$ cat src/rtl/commu_uart_bridge.sv
// UART-slave to fx-bus-master bridge: RX/TX PHY with internal baud timing and a framed
// write/read command decoder. Define COMMU_UART_PARITY_EN for 11-bit characters with even parity.
module commu_uart_bridge #(
    parameter int BAUD_DIV     = 868,
    parameter int AW           = 22,
    parameter int RD_LAT       = 1,
    parameter int TIMEOUT_BITS = 40
) (
    input  logic          clk_sys,
    input  logic          rst,
    input  logic          uart_rx,
    output logic          uart_tx,
    output logic          fx_wr,
    output logic [AW-1:0] fx_waddr,
    output logic [7:0]    fx_data,
    output logic          fx_rd,
    output logic [AW-1:0] fx_raddr,
    input  logic [7:0]    fx_q,
    output logic          busy,
    output logic [2:0]    dbg_state_o
);

    localparam int AB     = (AW + 7) / 8;
    localparam int BW     = $clog2(BAUD_DIV);
    localparam int HALF   = BAUD_DIV / 2;
`ifdef COMMU_UART_PARITY_EN
    localparam int NDB    = 9;
`else
    localparam int NDB    = 8;
`endif
    localparam int NTB    = NDB + 2;
    localparam int TO_CYC = TIMEOUT_BITS * BAUD_DIV;
    localparam int TW     = $clog2(TO_CYC + 1);

    localparam logic [7:0] CMD_WR = 8'h57;
    localparam logic [7:0] CMD_RD = 8'h52;
    localparam logic [7:0] ACK    = 8'h06;
    localparam logic [7:0] NAK    = 8'h15;

    // Internal handshakes: rx_valid_q/rx_err_q are single-cycle pulses with no backpressure
    // (a consumer that is not listening simply loses the byte); tx_start_q is a one-cycle
    // request taken only while the transmitter is idle, and tx_done_q pulses at stop-bit end.

    typedef enum logic [1:0] {RX_IDLE, RX_START, RX_BITS, RX_STOP} rx_state_e;

    rx_state_e        rx_state_q;
    logic             rx_meta_q, rx_sync_q, rx_prev_q;
    logic [BW-1:0]    rx_cnt_q;
    logic [3:0]       rx_bit_q;
    logic [NDB-1:0]   rx_sh_q;
    logic [7:0]       rx_byte_q;
    logic             rx_valid_q, rx_err_q;
    logic             par_ok_d;

`ifdef COMMU_UART_PARITY_EN
    assign par_ok_d = ~(^rx_sh_q);
`else
    assign par_ok_d = 1'b1;
`endif

    always_ff @(posedge clk_sys or posedge rst) begin
        if (rst) begin
            rx_meta_q  <= 1'b1;
            rx_sync_q  <= 1'b1;
            rx_prev_q  <= 1'b1;
            rx_state_q <= RX_IDLE;
            rx_cnt_q   <= '0;
            rx_bit_q   <= '0;
            rx_sh_q    <= '0;
            rx_byte_q  <= '0;
            rx_valid_q <= 1'b0;
            rx_err_q   <= 1'b0;
        end else begin
            rx_meta_q  <= uart_rx;
            rx_sync_q  <= rx_meta_q;
            rx_prev_q  <= rx_sync_q;
            rx_valid_q <= 1'b0;
            rx_err_q   <= 1'b0;
            case (rx_state_q)
                RX_IDLE: begin
                    if (rx_prev_q && !rx_sync_q) begin
                        rx_state_q <= RX_START;
                        rx_cnt_q   <= '0;
                    end
                end
                RX_START: begin
                    // Mid start bit: a high line here was only a glitch.
                    if (rx_cnt_q == BW'(HALF - 1)) begin
                        rx_cnt_q   <= '0;
                        rx_bit_q   <= '0;
                        rx_state_q <= rx_sync_q ? RX_IDLE : RX_BITS;
                    end else begin
                        rx_cnt_q <= rx_cnt_q + BW'(1);
                    end
                end
                RX_BITS: begin
                    if (rx_cnt_q == BW'(BAUD_DIV - 1)) begin
                        rx_cnt_q <= '0;
                        rx_sh_q  <= {rx_sync_q, rx_sh_q[NDB-1:1]};
                        rx_bit_q <= rx_bit_q + 4'd1;
                        if (rx_bit_q == 4'(NDB - 1)) begin
                            rx_state_q <= RX_STOP;
                        end
                    end else begin
                        rx_cnt_q <= rx_cnt_q + BW'(1);
                    end
                end
                RX_STOP: begin
                    if (rx_cnt_q == BW'(BAUD_DIV - 1)) begin
                        rx_cnt_q   <= '0;
                        rx_state_q <= RX_IDLE;
                        rx_byte_q  <= rx_sh_q[7:0];
                        if (rx_sync_q && par_ok_d) begin
                            rx_valid_q <= 1'b1;
                        end else begin
                            rx_err_q <= 1'b1;
                        end
                    end else begin
                        rx_cnt_q <= rx_cnt_q + BW'(1);
                    end
                end
                default: rx_state_q <= RX_IDLE;
            endcase
        end
    end

    logic             tx_busy_q, tx_done_q, tx_line_q;
    logic [BW-1:0]    tx_cnt_q;
    logic [3:0]       tx_bit_q;
    logic [NDB:0]     tx_sh_q;
    logic [NDB:0]     tx_frame_d;
    logic             tx_start_q;
    logic [7:0]       tx_data_q;

`ifdef COMMU_UART_PARITY_EN
    assign tx_frame_d = {1'b1, ^tx_data_q, tx_data_q};
`else
    assign tx_frame_d = {1'b1, tx_data_q};
`endif

    always_ff @(posedge clk_sys or posedge rst) begin
        if (rst) begin
            tx_busy_q <= 1'b0;
            tx_done_q <= 1'b0;
            tx_line_q <= 1'b1;
            tx_cnt_q  <= '0;
            tx_bit_q  <= '0;
            tx_sh_q   <= '1;
        end else begin
            tx_done_q <= 1'b0;
            if (!tx_busy_q) begin
                if (tx_start_q) begin
                    tx_busy_q <= 1'b1;
                    tx_line_q <= 1'b0;
                    tx_sh_q   <= tx_frame_d;
                    tx_cnt_q  <= '0;
                    tx_bit_q  <= '0;
                end
            end else if (tx_cnt_q == BW'(BAUD_DIV - 1)) begin
                tx_cnt_q <= '0;
                if (tx_bit_q == 4'(NTB - 1)) begin
                    tx_busy_q <= 1'b0;
                    tx_done_q <= 1'b1;
                    tx_line_q <= 1'b1;
                end else begin
                    tx_line_q <= tx_sh_q[0];
                    tx_sh_q   <= {1'b1, tx_sh_q[NDB:1]};
                    tx_bit_q  <= tx_bit_q + 4'd1;
                end
            end else begin
                tx_cnt_q <= tx_cnt_q + BW'(1);
            end
        end
    end

    typedef enum logic [2:0] {
        S_IDLE, S_ADDR, S_LEN, S_WDATA, S_RD_ISSUE, S_RD_WAIT, S_RD_TX, S_RESP
    } state_e;

    state_e           state_q;
    logic             is_wr_q;
    logic [AW-1:0]    addr_q;
    logic [3:0]       abyte_q;
    logic [8:0]       len_q;
    logic [TW-1:0]    tout_q;
    logic [2:0]       lat_q;
    logic             fx_wr_q, fx_rd_q;
    logic [AW-1:0]    fx_waddr_q, fx_raddr_q;
    logic [7:0]       fx_data_q;

    logic             in_frame_d, abort_d;
    logic [AW+7:0]    addr_ext_d;
    logic [AW-1:0]    addr_shift_d;

    assign in_frame_d   = (state_q == S_ADDR) || (state_q == S_LEN) || (state_q == S_WDATA);
    assign abort_d      = in_frame_d && !rx_valid_q &&
                          (rx_err_q || (tout_q == TW'(TO_CYC - 1)));
    // Bits shifted past the top of the address register are the ones above AW.
    assign addr_ext_d   = {addr_q, rx_byte_q};
    assign addr_shift_d = addr_ext_d[AW-1:0];

    always_ff @(posedge clk_sys or posedge rst) begin
        if (rst) begin
            state_q    <= S_IDLE;
            is_wr_q    <= 1'b0;
            addr_q     <= '0;
            abyte_q    <= '0;
            len_q      <= '0;
            tout_q     <= '0;
            lat_q      <= '0;
            fx_wr_q    <= 1'b0;
            fx_rd_q    <= 1'b0;
            fx_waddr_q <= '0;
            fx_raddr_q <= '0;
            fx_data_q  <= '0;
            tx_start_q <= 1'b0;
            tx_data_q  <= '0;
        end else begin
            fx_wr_q    <= 1'b0;
            fx_rd_q    <= 1'b0;
            tx_start_q <= 1'b0;
            tout_q     <= (in_frame_d && !rx_valid_q) ? tout_q + TW'(1) : '0;
            if (abort_d) begin
                tx_data_q  <= NAK;
                tx_start_q <= 1'b1;
                state_q    <= S_RESP;
            end else begin
                case (state_q)
                    S_IDLE: begin
                        if (rx_valid_q) begin
                            if (rx_byte_q == CMD_WR || rx_byte_q == CMD_RD) begin
                                is_wr_q <= (rx_byte_q == CMD_WR);
                                addr_q  <= '0;
                                abyte_q <= '0;
                                state_q <= S_ADDR;
                            end else begin
                                tx_data_q  <= NAK;
                                tx_start_q <= 1'b1;
                                state_q    <= S_RESP;
                            end
                        end
                    end
                    S_ADDR: begin
                        if (rx_valid_q) begin
                            addr_q  <= addr_shift_d;
                            abyte_q <= abyte_q + 4'd1;
                            if (abyte_q == 4'(AB - 1)) begin
                                state_q <= S_LEN;
                            end
                        end
                    end
                    S_LEN: begin
                        if (rx_valid_q) begin
                            len_q   <= (rx_byte_q == 8'h00) ? 9'd256 : {1'b0, rx_byte_q};
                            state_q <= is_wr_q ? S_WDATA : S_RD_ISSUE;
                        end
                    end
                    S_WDATA: begin
                        if (rx_valid_q) begin
                            fx_wr_q    <= 1'b1;
                            fx_waddr_q <= addr_q;
                            fx_data_q  <= rx_byte_q;
                            addr_q     <= addr_q + AW'(1);
                            len_q      <= len_q - 9'd1;
                            if (len_q == 9'd1) begin
                                tx_data_q  <= ACK;
                                tx_start_q <= 1'b1;
                                state_q    <= S_RESP;
                            end
                        end
                    end
                    S_RD_ISSUE: begin
                        fx_rd_q    <= 1'b1;
                        fx_raddr_q <= addr_q;
                        lat_q      <= '0;
                        state_q    <= S_RD_WAIT;
                    end
                    S_RD_WAIT: begin
                        // lat_q is 0 in the cycle fx_rd is high, so fx_q is taken RD_LAT cycles later.
                        if (lat_q == 3'(RD_LAT)) begin
                            tx_data_q  <= fx_q;
                            tx_start_q <= 1'b1;
                            state_q    <= S_RD_TX;
                        end else begin
                            lat_q <= lat_q + 3'd1;
                        end
                    end
                    S_RD_TX: begin
                        if (tx_done_q) begin
                            addr_q  <= addr_q + AW'(1);
                            len_q   <= len_q - 9'd1;
                            state_q <= (len_q == 9'd1) ? S_IDLE : S_RD_ISSUE;
                        end
                    end
                    S_RESP: begin
                        if (tx_done_q) begin
                            state_q <= S_IDLE;
                        end
                    end
                    default: state_q <= S_IDLE;
                endcase
            end
        end
    end

    assign uart_tx     = tx_line_q;
    assign fx_wr       = fx_wr_q;
    assign fx_waddr    = fx_waddr_q;
    assign fx_data     = fx_data_q;
    assign fx_rd       = fx_rd_q;
    assign fx_raddr    = fx_raddr_q;
    assign busy        = (state_q != S_IDLE);
    assign dbg_state_o = state_q;

endmodule

$ cat config.mk
export PLATFORM = sky130hd
export DESIGN_NAME = commu_uart_bridge
export DESIGN_NICKNAME = d
export VERILOG_FILES = /design/src/rtl/commu_uart_bridge.sv
export SDC_FILE = /design/constraint.sdc
export NUM_CORES = 1
export LEC_CHECK = 0
export ABC_CLOCK_PERIOD_IN_PS = 16500
export CAP_MARGIN = 40
export CORE_ASPECT_RATIO = 0.8
export CORE_MARGIN = 3
export CORE_UTILIZATION = 45
export DETAILED_ROUTE_END_ITERATION = 8
export GPL_ROUTABILITY_DRIVEN = 0
export PLACE_DENSITY = 0.69
export SYNTH_ARGS = -nofsm -noshare
export SYNTH_HDL_FRONTEND = slang
export SYNTH_SLANG_ARGS = --single-unit
$ cat constraint.sdc
create_clock -name clk_sys -period 16.5 [get_ports clk_sys]
set_input_delay 3.3 -clock clk_sys [delete_from_list [all_inputs] [get_ports clk_sys]]
set_output_delay 3.3 -clock clk_sys [all_outputs]
set_load 0.01 [all_outputs]
# After elaboration in Yosys (flattened, before gate mapping)
# Index checks and enable logic that the tools add are counted.
dict set report word_totals {
  inputBits 11
  wordCells 214
  register_bits 184
}
dict set report op_classes {
  eq_ne 45
  n_addsub 9
  n_bitwise 1
  reduce_logical 36
  mux 93
}
# op n
set op_table {}
lappend op_table {{$mux 22} 5}
lappend op_table {{$pmux 22 s4} 1}
lappend op_table {{$mux 9} 8}
lappend op_table {{$mux 10} 6}
lappend op_table {{$mux 8} 6}
lappend op_table {{$mux 3} 14}
lappend op_table {{$mux 4} 9}
lappend op_table {{$pmux 10 s3} 1}
lappend op_table {{$mux 1} 28}
lappend op_table {{$pmux 9 s3} 1}
lappend op_table {{$ne 2x2->1 const B} 13}
lappend op_table {{$ne 3x3->1 const B} 8}
lappend op_table {{$pmux 3 s8} 1}
lappend op_table {{$pmux 8 s3} 1}
lappend op_table {{$add 22x1->22 const B} 1}
lappend op_table {{$add 10x1->10 const B} 2}
lappend op_table {{$eq 10x10->1 const B} 2}
lappend op_table {{$add 16x1->16 const B} 1}
lappend op_table {{$eq 16x16->1 const B} 1}
lappend op_table {{$eq 8x7->1 const B} 2}
lappend op_table {{$mux 16} 1}
lappend op_table {{$pmux 4 s2} 2}
lappend op_table {{$reduce_and 5->1} 3}
lappend op_table {{$add 4x1->4 const B} 3}
lappend op_table {{35 further kinds} 64}

# Longest topological paths before layout
dict set report logic_depth {
  ltp_word 7
  ltp_mapped 8
}

# Worst setup path before layout
# OpenSTA, ideal clock, no wires.
dict set report synth_path {
  kind {reg2out}
  start {register state_q[0], in the netlist dbg_state_o[0]}
  end {output port busy}
  path_buffers 1
  path_stages_with_launch 4
  arrival_ns 1.010
  path_slack_ns 12.190
  path_cell_list {dfrtp_1 -> buf_6 -> nor3_2 -> inv_1}
}
dict set report synth_via {
  elab_chain_cells 1
}
# element line
set synth_lines {}
lappend synth_lines {{from (decl)} 180} ;# state_e state_q;
lappend synth_lines {{from (signal assigned)} 255} ;# state_q <= is_wr_q ? S_WDATA : S_RD_ISSUE;
lappend synth_lines {{from (signal assigned)} 292} ;# state_q <= (len_q == 9'd1) ? S_IDLE : S_RD_ISSUE;
lappend synth_lines {{$reduce_bool 3->1} 312} ;# assign busy = (state_q != S_IDLE);
lappend synth_lines {{to (decl)} 19} ;# output logic busy,
# No other way between the ends.

# Final worst setup path
dict set report layout_path {
  start {register state_q[1], in the netlist dbg_state_o[1]}
  end {output port busy}
}
# Same word-level chain as after synthesis.

==> results.md <==
* Row count at 45
* Register area share after synthesis at between 50 and 60%
* Root Driver: clkbuf_16
* I/O Buffers at a little under 70
* Post-synth ARST share at 100%
* Cts bufs inserted at 17
* Synth Register Bits at 183
* WP data arrival at 2.29 ns
* Leakage power at 4.59 nW
* Largest family of logic cells by synthesized area: simple AND/OR/NAND/NOR gates
* Final Hold Viols at 0
* # DRC at 0
* Syn Area/Cell at ~9.8 um^2
* Clk slew on worst S/H paths at roughly 0.070 ns
* Avg WL per Cell at 15.4 um
* Synthesis-to-layout area growth at 16.2%
* Max-cap viol count at 0
* Hold Crit Start: rx_meta_q
* Tmin final at between 5 and 6 ns
* Synth Area in Simple Gates at 19.9%
* Net Count, Synth at ~940
* Ports at 70
* Synthesized instance count at roughly 920
* Syn. warnings at 0
* Worst Tran Pin Value at between 0.9 and 1 ns
* R2r endpoint: tx_data_q[2]
* Overflow after GRT at 0
* Mux cell area share after synthesis at 6.40%
* Unique masters post-synth at 79
* Post-DP HPWL at approximately 13000 um
* Final Skew at just over 0.01 ns
* Share of layout cells above drive strength 1 at roughly 11%
* Status: complete, no violations
* Final nets at approximately 990
* Reg2Reg Launch Point: dbg_state_o[1]
* CTS tree: yes
* Detailed-route via count at about 6700
* Xor/xnor share of the synthesized area at ~2.1%
* Htree depth at 4
* Post-synth EDFFs at 0
* Post-cts gate resize count at 0
* Max VDD drop at 0.0552 mV
* CP Class: flip-flop to output port
* Die Y-Extent at around 130 um
* CTS Sinks at about 180
* Drt pass-1 iters at 5
* Mapped Area at 8970 um^2
* Core Region at around 19000 um^2
* DR iter-0 viols at a little under 600
* Fmax at 179 MHz
* Vias/cell at between 5 and 6
* PD cells at between 80 and 90 nW/um^2
* Drt total wl at roughly 19000 um
* Die area at between 20000 and 25000 um^2
* Max-slew violation count at 0
* Inst Count DP at 1205
* First-pass GRT wire length at 32000 um
* Final cell count without fillers at 1237
* Compound-Gate Fraction of Synth Area at roughly 14%
* Slew margin rel. at approximately 40%
* Antenna viol nets, final at 0
* Starting Density at a little under half
* Clk_lat worst skew at 0.43 ns
* Worst hold margin at between 0.3 and 0.4 ns
* Quantity of hold-fixing buffers added after cts at 0
* Crit end category: output port
* Depth of the worst register-to-register path at 5
* Crit start category: flip-flop
* GRT Total Usage at roughly 18%
* Max Root-Sink Buffers at 2
* Worst Hold Depth at 0
* Die X at ~160 um
* CP Max Fanout at 28
* Worst endpoint required time at 13.20 ns
* Unrepaired setup endpoints after global routing: no
* Vias in the first global route at around 6300
* Hold crit path type: flip-flop to flip-flop
* Ratio of final minimum period to clock period at 33.9%
* Hold endpoint: rx_sync_q
* Antenna violations before repair at 0
* Antenna cells at 0
* Synth Area in Adders at under 10%
* Prevailing post-synth register cell: dfrtp_1
* Largest net degree at the start of global routing at 63
* Final setup TNS at 0 ns
* Final setup vio count at 0
* Flop2flop setup slack at 13.75 ns
* Post-CTS setup buffers at 0
==> registers in the layout, indices dropped and copies added (netlist names), 9 cells and up, named ones only <==
register,count
fx_raddr,22
tx_cnt_q,10
fx_waddr,22
rx_cnt_q,10
addr_q,22
len_q,9
tout_q,16
==> power by group <==
group	internal [mW]	switching, mW	total (mW)
sequential	0.456	0.0128	0.469
combinational	0.0184	0.0289	0.0473
clock	0.230	0.180	0.410
==> through the flow <==
stage | area (um^2) | setup WS [ns] | util, % | power [mW]
floorplan | 8970 | 8.25 | - | 0.514
global placement | 9830 | 10.68 | 51.0 | 0.525
detailed placement | 9830 | 10.64 | 51.1 | 0.526
CTS | 10400 | 10.90 | 54.1 | 0.936
global route | 10400 | 10.82 | 54.1 | 0.962
finish | 10400 | 10.91 | 54.1 | 0.926
==> placed cells by master, fill, tap and decap left out, types with 4 or more instances in the layout <==
| cell | Yosys | routed |
|---|---|---|
| and4_1 | 6 | 6 |
| dfstp_2 | 12 | 12 |
| clkdlybuf4s50_1 | 0 | 69 |
| a22o_1 | 6 | 6 |
| mux2_4 | 5 | 5 |
| a22oi_1 | 6 | 6 |
| or3_1 | 5 | 5 |
| o22ai_1 | 10 | 10 |
| nand2_1 | 162 | 162 |
| a41oi_1 | 4 | 4 |
| nor3_1 | 12 | 12 |
| dfrtp_1 | 171 | 171 |
| nor4_1 | 8 | 8 |
| and2_1 | 10 | 10 |
| nand2b_1 | 8 | 8 |
| clkbuf_16 | 0 | 17 |
| mux2_2 | 31 | 31 |
| buf_4 | 2 | 10 |
| o22a_1 | 5 | 5 |
| a32oi_1 | 5 | 5 |
| a21oi_1 | 27 | 27 |
| nand3_1 | 26 | 26 |
| mux2i_1 | 15 | 15 |
| and3_1 | 12 | 12 |
| o31a_1 | 6 | 6 |
| xor2_1 | 15 | 15 |
| a21o_1 | 4 | 4 |
| nor2_1 | 62 | 62 |
| o21ai_1 | 8 | 8 |
| inv_1 | 34 | 33 |
| nor2b_1 | 5 | 5 |
| nand4_1 | 10 | 10 |
| ha_1 | 14 | 14 |
| o21ai_0 | 87 | 87 |
| xnor2_1 | 7 | 7 |
| a31oi_1 | 8 | 8 |
==> critical path, stage by stage (launching register included) <==
cell and delay (ns):
dfrtp_1 0.72, nor3_2 0.53, inv_1 0.12, clkdlybuf4s50_1 0.50
==> routing by layer <==
metal / up-vias / routed length (um) / GRT usage [%]
met5: - / 0 / 0
met4: 0 / 206 / 5.35
met3: 16 / 732 / 3.61
met2: 111 / 8320 / 25.8
met1: 3243 / 9780 / 27.6
li1: 3329 / - / -
==> worst max-delay path by stage <==
stage / start / to / depth (start not counted)
6_report: dbg_state_o[1] / busy / 3
5_1_grt: rst / fx_raddr[10] / 4
4_1_cts: dbg_state_o[1] / busy / 3
3_5_place_dp: rst / fx_raddr[13] / 4
3_3_place_gp: rst / fx_raddr[16] / 4
2_1_floorplan: rst / async pin / 1
==> synth_stat cells, types with 14 or more instances <==
master,number,area (um^2)
dfrtp_1,171,4280
nand2_1,162,608
o21ai_0,87,435
nor2_1,62,233
inv_1,34,128
mux2_2,31,349
clkbuf_1,28,105
a21oi_1,27,135
nand3_1,26,130
mux2i_1,15,150
xor2_1,15,131
ha_1,14,175
==> logic make-up after synthesis <==
logic type / count (synthesis)
AO/OA/AOI/OAI: 202
XOR/XNOR: 22
flip-flops: 183
adder cells (fa/ha/maj): 14
buffers and inverters: 82
AND/OR/NAND/NOR: 362
multiplexers: 51
==> layout make-up <==
| cell class | instances | area (um^2) |
|---|---|---|
| timing repair buffer | 79 | 766 |
| clock inverter | 12 | 144 |
| sequential | 183 | 4590 |
| clock buffer | 20 | 447 |
| multi-input combinational | 651 | 4020 |
| tap | 258 | 323 |
| fill | 1718 | 8830 |
| inverter | 34 | 133 |
Power figures use the tool's default switching activity.
